<file path="src/rtl/pp_seq_multiplier.sv">
// Sequential AND-gated partial-product multiplier with a start/busy/done handshake.
// Define PP_SEQ_MULT_SIGNED_EN to build in two's-complement (MULT) support.
module pp_seq_multiplier #(
    parameter int WIDTH        = 32,
    parameter int PP_PER_CYCLE = 1
) (
    input  logic             clk,
    input  logic             rst,
    input  logic             start,
    input  logic             is_signed,
    input  logic [WIDTH-1:0] a,
    input  logic [WIDTH-1:0] b,
    output logic             busy,
    output logic             done,
    output logic [WIDTH-1:0] hi,
    output logic [WIDTH-1:0] lo
);

    localparam int DW    = 2 * WIDTH;
    localparam int CNT_W = $clog2(WIDTH + 1);
    localparam logic [CNT_W-1:0] LAST_CNT = CNT_W'(WIDTH - PP_PER_CYCLE);
    localparam logic [CNT_W-1:0] STEP     = CNT_W'(PP_PER_CYCLE);

    typedef enum logic [1:0] {
        ST_IDLE = 2'd0,
        ST_CALC = 2'd1,
        ST_FIX  = 2'd2,
        ST_DONE = 2'd3
    } state_t;

    state_t           state_r;
    state_t           state_nxt_s;
    logic [DW-1:0]    acc_r;
    logic [DW-1:0]    mcand_r;
    logic [WIDTH-1:0] mplr_r;
    logic [CNT_W-1:0] cnt_r;
    logic [WIDTH-1:0] ua_s;
    logic [WIDTH-1:0] ub_s;
    logic [DW-1:0]    sum_s;
    logic [DW-1:0]    fix_s;

`ifdef PP_SEQ_MULT_SIGNED_EN
    logic neg_s;
    logic neg_r;

    function automatic logic [WIDTH-1:0] magnitude(input logic [WIDTH-1:0] v, input logic sgn);
        logic [WIDTH-1:0] r;
        if (sgn && v[WIDTH-1]) begin
            r = ~v + {{(WIDTH-1){1'b0}}, 1'b1};
        end else begin
            r = v;
        end
        return r;
    endfunction

    assign ua_s  = magnitude(a, is_signed);
    assign ub_s  = magnitude(b, is_signed);
    assign neg_s = is_signed & (a[WIDTH-1] ^ b[WIDTH-1]);
    assign fix_s = neg_r ? (~acc_r + {{(DW-1){1'b0}}, 1'b1}) : acc_r;

    // Result sign, captured with the operands.
    always_ff @(posedge clk) begin
        if (rst) begin
            neg_r <= 1'b0;
        end else if (state_r == ST_IDLE && start) begin
            neg_r <= neg_s;
        end else begin
            neg_r <= neg_r;
        end
    end
`else
    logic unused_sign_s;

    assign unused_sign_s = is_signed;
    assign ua_s          = a;
    assign ub_s          = b;
    assign fix_s         = acc_r;
`endif

    // Accumulate this cycle's partial products; mplr_r/mcand_r are pre-shifted by the counter.
    always_comb begin
        logic [WIDTH-1:0] bits_s;
        sum_s  = acc_r;
        bits_s = mplr_r;
        for (int j = 0; j < PP_PER_CYCLE; j++) begin
            bits_s = mplr_r >> j;
            if (bits_s[0]) begin
                sum_s = sum_s + (mcand_r << j);
            end else begin
                sum_s = sum_s;
            end
        end
    end

    // Next-state decode.
    always_comb begin
        state_nxt_s = state_r;
        case (state_r)
            ST_IDLE: begin
                if (start) begin
                    state_nxt_s = ST_CALC;
                end else begin
                    state_nxt_s = ST_IDLE;
                end
            end
            ST_CALC: begin
                if (cnt_r == LAST_CNT) begin
                    state_nxt_s = ST_FIX;
                end else begin
                    state_nxt_s = ST_CALC;
                end
            end
            ST_FIX:  state_nxt_s = ST_DONE;
            ST_DONE: state_nxt_s = ST_IDLE;
            default: state_nxt_s = ST_IDLE;
        endcase
    end

    // State register.
    always_ff @(posedge clk) begin
        if (rst) begin
            state_r <= ST_IDLE;
        end else begin
            state_r <= state_nxt_s;
        end
    end

    // Operand shifters, bit counter and accumulator.
    always_ff @(posedge clk) begin
        if (rst) begin
            acc_r   <= {DW{1'b0}};
            mcand_r <= {DW{1'b0}};
            mplr_r  <= {WIDTH{1'b0}};
            cnt_r   <= {CNT_W{1'b0}};
        end else begin
            case (state_r)
                ST_IDLE: begin
                    if (start) begin
                        acc_r   <= {DW{1'b0}};
                        mcand_r <= {{WIDTH{1'b0}}, ua_s};
                        mplr_r  <= ub_s;
                        cnt_r   <= {CNT_W{1'b0}};
                    end else begin
                        acc_r   <= acc_r;
                        mcand_r <= mcand_r;
                        mplr_r  <= mplr_r;
                        cnt_r   <= cnt_r;
                    end
                end
                ST_CALC: begin
                    acc_r   <= sum_s;
                    mcand_r <= mcand_r << PP_PER_CYCLE;
                    mplr_r  <= mplr_r >> PP_PER_CYCLE;
                    cnt_r   <= cnt_r + STEP;
                end
                ST_FIX: begin
                    acc_r   <= fix_s;
                    mcand_r <= mcand_r;
                    mplr_r  <= mplr_r;
                    cnt_r   <= cnt_r;
                end
                default: begin
                    acc_r   <= acc_r;
                    mcand_r <= mcand_r;
                    mplr_r  <= mplr_r;
                    cnt_r   <= cnt_r;
                end
            endcase
        end
    end

    // Registered handshake and result; hi/lo only change when leaving FIX.
    always_ff @(posedge clk) begin
        if (rst) begin
            busy <= 1'b0;
            done <= 1'b0;
            hi   <= {WIDTH{1'b0}};
            lo   <= {WIDTH{1'b0}};
        end else begin
            busy <= (state_nxt_s != ST_IDLE);
            done <= (state_nxt_s == ST_DONE);
            if (state_r == ST_FIX) begin
                {hi, lo} <= fix_s;
            end else begin
                hi <= hi;
                lo <= lo;
            end
        end
    end

endmodule

</file>
<file path="config.mk">
export PLATFORM = sky130hd
export DESIGN_NAME = pp_seq_multiplier
export DESIGN_NICKNAME = d
export VERILOG_FILES = /design/src/rtl/pp_seq_multiplier.sv
export SDC_FILE = /design/constraint.sdc
export NUM_CORES = 1
export LEC_CHECK = 0
export ABC_CLOCK_PERIOD_IN_PS = 3600
export CORE_ASPECT_RATIO = 1.4
export CORE_MARGIN = 4
export CORE_UTILIZATION = 55
export DETAILED_ROUTE_END_ITERATION = 12
export GPL_TIMING_DRIVEN = 0
export PLACE_DENSITY = 0.86
export SYNTH_ARGS = -nofsm -noshare
export SYNTH_HDL_FRONTEND = slang
export SYNTH_SLANG_ARGS = --single-unit
export TNS_END_PERCENT = 100
</file>
<file path="constraint.sdc">
create_clock -name clk -period 3.6 [get_ports clk]
set_clock_uncertainty 0.05 [all_clocks]
set_input_delay 0.36 -clock clk [delete_from_list [all_inputs] [get_ports clk]]
set_output_delay 0.36 -clock clk [all_outputs]
set_load 0.05 [all_outputs]
</file>
# Word level (Yosys, flattened, before mapping)
# Cells that the tools add are included.
[word_totals] elab_cells=35 regBits=234
[classes] reduce_logical=5 n_mux=12 n_addsub=2 eq_ne=7
[ops] cell="$pmux 64 s2" count=2
[ops] cell="$mux 64" count=3
[ops] cell="$add 64x64->64" count=1
[ops] cell="$pmux 32 s2" count=1
[ops] cell="$mux 32" count=1
[ops] cell="$pmux 6 s2" count=1
[ops] cell="$pmux 2 s4" count=1
[ops] cell="$add 6x1->6 const B" count=1
[ops] cell="$eq 2x2->1 const B" count=3
[ops] cell="$eq 6x5->1 const B" count=1
[ops] cell="$mux 6" count=1
[ops] cell="$ne 2x2->1 const B" count=2
[ops] cell="$reduce_bool 2->1" count=2
[ops] cell="$reduce_and 3->1" count=1
[ops] cell="$eq 2x1->1 const B" count=1
[ops] cell="$logic_not 2->1" count=1
[ops] cell="$mux 2" count=1
[ops] cell="$reduce_and 2->1" count=1
[ops] cell="$mux 1" count=1

# Logic depth before layout (Yosys ltp)
# Gate-level depths: netlist (run 1).
[logic_depth] word_depth=4 mapped_depth=12 mapped_depth_nobuf=12

# Least setup slack after synthesis (run 1)
# OpenSTA, ideal clock, no wires.
[synth_path] path_type="register to register" from="reg acc_r[43]" to="reg acc_r[62]" stages_incl_launch_ff=12 path_buffers=1 arrival_ns=2.858 path_slack_ns=0.574 period_less_slack_ns=3.026 path_cell_list="dfxtp_1 ha_1 buf_6 a21oi_4 o21ai_2 a31o_1 a211o_1 a31o_1 a311o_1 a311o_1 or3_1 a32o_1"
[synth_between] elab_chain_cells=3
[synth_lines] item="start: declaration" line="33" source="logic [DW-1:0] acc_r;"
[synth_lines] item="start signal: assignment" line="131" source="acc_r <= {DW{1'b0}};"
[synth_lines] item="start signal: assignment" line="139" source="acc_r <= {DW{1'b0}};"
[synth_lines] item="start signal: assignment" line="144" source="acc_r <= acc_r;"
[synth_lines] item="$add 64x64->64" line="88" source="sum_s = sum_s + (mcand_r << j);"
[synth_lines] item="$mux 64" line="87" source="if (bits_s[0]) begin"
[synth_lines] item="$pmux 64 s2" line="136" source="case (state_r)"
# Every way passes these cells. The select of a mux whose other input is x is not followed.
# A chain may end at the register's enable or synchronous reset.

# Worst setup path in the final report (run 1)
[layout_path] from="reg mcand_r[6]" to="reg acc_r[53]"
[layout_between] elab_chain_cells=3
[layout_lines] item="start: declaration" line="34" source="logic [DW-1:0] mcand_r;"
[layout_lines] item="start signal: assignment" line="132" source="mcand_r <= {DW{1'b0}};"
[layout_lines] item="start signal: assignment" line="140" source="mcand_r <= {{WIDTH{1'b0}}, ua_s};"
[layout_lines] item="start signal: assignment" line="145" source="mcand_r <= mcand_r;"
[layout_lines] item="$add 64x64->64" line="88"
[layout_lines] item="$mux 64" line="87"
[layout_lines] item="$pmux 64 s2" line="136"
# Every way passes these cells. The select of a mux whose other input is x is not followed.

==> results of run 1 <==
==> cell usage after synthesis (7+ instances only) <==
cell      count  share of area (%)
a211oi_1     40                2.4
a21o_1       30                1.8
a21oi_1     176                7.1
a221oi_1     33                2.3
a22oi_1      63                3.8
a31oi_1       7               0.35
buf_1        10               0.30
clkbuf_1     99                3.0
dfxtp_1     234                 38
ha_1         64                6.5
inv_1        77                2.3
nand2_1     228                6.9
nand3_1      15               0.61
nand4_1      26                1.3
nor2_1      176                5.3
nor2b_1       7               0.35
nor3_1       23               0.93
o211ai_1      9               0.54
o21a_1       12               0.73
o21ai_0      69                2.8
o21bai_1     13               0.79
o22ai_1      34                1.7
or3_1         8               0.40
xnor2_1      25                1.8
xor2_1       24                1.7
==> per-layer routing <==
layer	track usage (%)	vias to the layer above
li1	-	6044
met1	34.54	5847
met2	55.24	400
met3	3.542	102
met4	13.20	0
met5	0	-
==> tightest hold or removal path: stages, from the launching register on <==
cell	delay (ns)
dfxtp_1	0.31
nand2_1	0.05
a21oi_1	0.05
==> cells in the final DEF (no fill, tap or decap), types with 23 or more instances in the layout <==
cell type / Yosys / layout
clkbuf_1: 99 / 100
inv_1: 77 / 77
a21o_1: 30 / 30
nor2_1: 176 / 176
nor3_1: 23 / 23
a211oi_1: 40 / 39
o22ai_1: 34 / 34
nand2_1: 228 / 228
dfxtp_1: 234 / 234
xor2_1: 24 / 24
clkbuf_16: 0 / 25
xnor2_1: 25 / 25
a221oi_1: 33 / 33
a21oi_1: 176 / 176
clkdlybuf4s50_1: 0 / 132
ha_1: 64 / 64
a22oi_1: 63 / 63
nand4_1: 26 / 26
o21ai_0: 69 / 69
==> repair_timing <==
item                                    in CTS  in global routing
resized for setup                            1                  3
setup buffers                                0                  0
endpoints found under the setup margin       1                  3
==> registers in the layout (all words and copies together) (netlist names) <==
signal,cells
mcand_r,64
hi,32
lo,32
busy,1
cnt_r,6
acc_r,64
state_r,2
done,1
mplr_r,32
==> power by group <==
part	total, mW	switching, mW	internal (mW)	leakage (nW)
logic	0.606	0.376	0.230	3.33
clock network	2.72	1.07	1.65	0.434
registers	2.72	0.0572	2.67	1.90
==> layout make-up <==
cell class | count | share of cell area, %
timing repair buffer | 132 | 8.821
tap | 297 | 2.481
buffer | 114 | 2.940
clock buffer | 34 | 4.937
sequential | 234 | 31.27
clock inverter | 10 | 0.9021
inverter | 79 | 1.980
multi-input combinational | 1175 | 46.67
==> stage by stage <==
| stage | hold slack, ns | std cells |
|---|---|---|
| 4_1_cts | 0.4042 | 2075 |
| 2_1_floorplan | 0.3868 | 1602 |
| 3_3_place_gp | 0.3943 | 2031 |
| 6_report | 0.4021 | 2075 |
| 3_5_place_dp | 0.3964 | 2031 |
| 5_1_grt | 0.4157 | 2075 |
==> how the worst min path moves through the flow <==
stage               start    endpoint  slack, ns  depth (start not counted)
2_1_floorplan  mplr_r[10]  mplr_r[10]       0.39                          2
3_3_place_gp        hi[3]       hi[3]       0.39                          2
3_5_place_dp       lo[22]      lo[22]       0.40                          2
4_1_cts            lo[22]      lo[22]       0.40                          2
5_1_grt            lo[22]      lo[22]       0.42                          2
6_report           hi[27]      hi[27]       0.40                          2
==> kinds of logic (layout without fill, tap and decap cells) <==
family	count (synthesis)	in the layout	synth area share [%]
XOR/XNOR	49	49	3.461
flip-flops	234	234	37.78
AND/OR/NAND/NOR	526	526	18.23
adder cells (fa/ha/maj)	65	65	6.620
multiplexers	1	1	0.08073
AO/OA/AOI/OAI	534	534	27.88
buffers and inverters	193	369	5.944
==> metrics.md, run 1 <==
| Metric | Value |
|---|---|
| Status | complete, no violations |
| Maximum number of pins on one net before global-route repair | 15 |
| Initial Utilization | 56.31% |
| Post-DP HPWL | 29.17 mm |
| Worst-path fanout max | 8 |
| Post-Syn Instances | 1602 |
| DR vias | 12390 |
| Max-slew violation count | 0 |
| Max_cap viols | 0 |
| Ys async rst share | 0% |
| Worst path max stage delay | 0.59 ns |
| Buf/Inv on CP | 1 |
| Global-route wire length before repair | 61.10 mm |
| Max layer used | met4 |
| ANT cells | 0 |
| IO Pins | 134 |
| EDFF count, synth | 0 |
| CP endpoint | acc_r[53] |
| Slew Limit Headroom | 32.54% |
| DRC viols | 0 |
| Final wirelength | 38.57 mm |
| Core area | 0.02202 sq mm |
| Rows | 64 |
| Post-DP Area | 0.01409 sq mm |
| Cell mode on critical path | a21oi_1 |
| Worst R2R End | acc_r[53] |
| Port bufs | 132 |
| Final Hold Fails | 0 |
| Reg2Reg Launch Point | mcand_r[6] |
| Final Instance Area | 0.01498 sq mm |
| FF+latch count, synth | 234 |
| Final core utilization | 68.02% |
| CP Capture Type | flop |
| Maximum vdd drop | 0.4704 mV |
| Cell Pwr Density | 403.6 mW/mm^2 |
| CTS Hold Buffers Added | 0 |
| Met2 Wirelength | 19.76 mm |
| Setup ws final | 0.04618 ns |
| Signal arrival time at the worst endpoint | 3.88 ns |
| Seq/Total Area, Yosys | 37.78% |
| Nets@finish | 1893 |
| Setup Crit Path Kind | reg -> reg |
| CTS clk-pin slew, worst paths | 0.06 ns |
| DRT Pass-1 Iters | 8 |
| Slowest stage cell, crit path | o31ai_1 |
| Initial antenna violation count | 0 |
| Synth Cell Area | 0.01240 sq mm |
| Setup violators final | 0 |
| Clock Tree Buf Depth | 3 |
| Layout cells sized above 1 | 3.656% |
| DRT iter0 DRCs | 845 |
| Warnings from Yosys | 0 |
| H-tree depth | 1 |
| Flop-to-flop setup slack | 0.05 ns |
| Die area | 0.02504 sq mm |
| Fmax | 281.4 MHz |
| Final min period | 3.554 ns |
| ANT nets after route | 0 |
| Reg2reg path depth | 11 |
| Fin Setup TNS | 0 ns |
| WL/cell | 18.59 um |
| Grt ovf | 0 |
| Die X | 134.9 um |
| Multi-input combinational cell area | 0.006990 sq mm |
| CP startpoint | mcand_r[6] |
| Vias per inst | 5.973 |
| CP delay by family, top | compound AO/OA/AOI/OAI gates |
| CP Depth | 11 |
| Metal-1 WL | 15.21 mm |
| Root buffer cell | clkbuf_16 |
| GRT Overall Usage | 29.92% |
| TritonCTS Buffers | 24 |
| Syn Nets | 1735 |
| Worst EP required | 3.93 ns |
| Fill cells | 1841 |
| Least-Margin Pin Slew | 1.012 ns |
| Ys flop type | dfxtp_1 |
| Netlist cell types | 66 |
| CTS tree | done |
| Critical Path, Cell by Cell | ha_1 -> clkbuf_1 -> a21oi_1 -> nand2_1 -> o31ai_1 -> o21a_1 -> o2111a_1 -> o21ai_1 -> a21oi_1 -> xor2_1 -> o21ai_0 |
| Total power | 6.045 mW |
| Area Overhead vs Synth | 20.81% |
| Leakage | 5.662 nW |
| RSZ-0062 raised after global routing | yes |
| Vias in the first global route | 12150 |
| Clock Latency Late Sink | 0.53 ns |
| Pre-CTS setup slack | -0.09114 ns |
| Die Ht | 185.7 um |
| Final period util | 98.72% |
| Hold Path Class | reg -> reg |
| GPL Wtd Cong | 0.9594 |
| Register area | 0.004684 sq mm |
| CTS sink cnt | 234 |
| Critical path launch point type | flop |
| Wire length on met3 | 1.902 mm |
| Avg Cell Area, Syn | 7.740 sq um |
Note: power is estimated with default switching activity, not from simulation.
==> inputs of run 2 (changes only) <==
- TNS_END_PERCENT: 100 -> default
==> results of run 2 <==
Same layout as run 1: the final DEF is identical, and so are final timing and power.
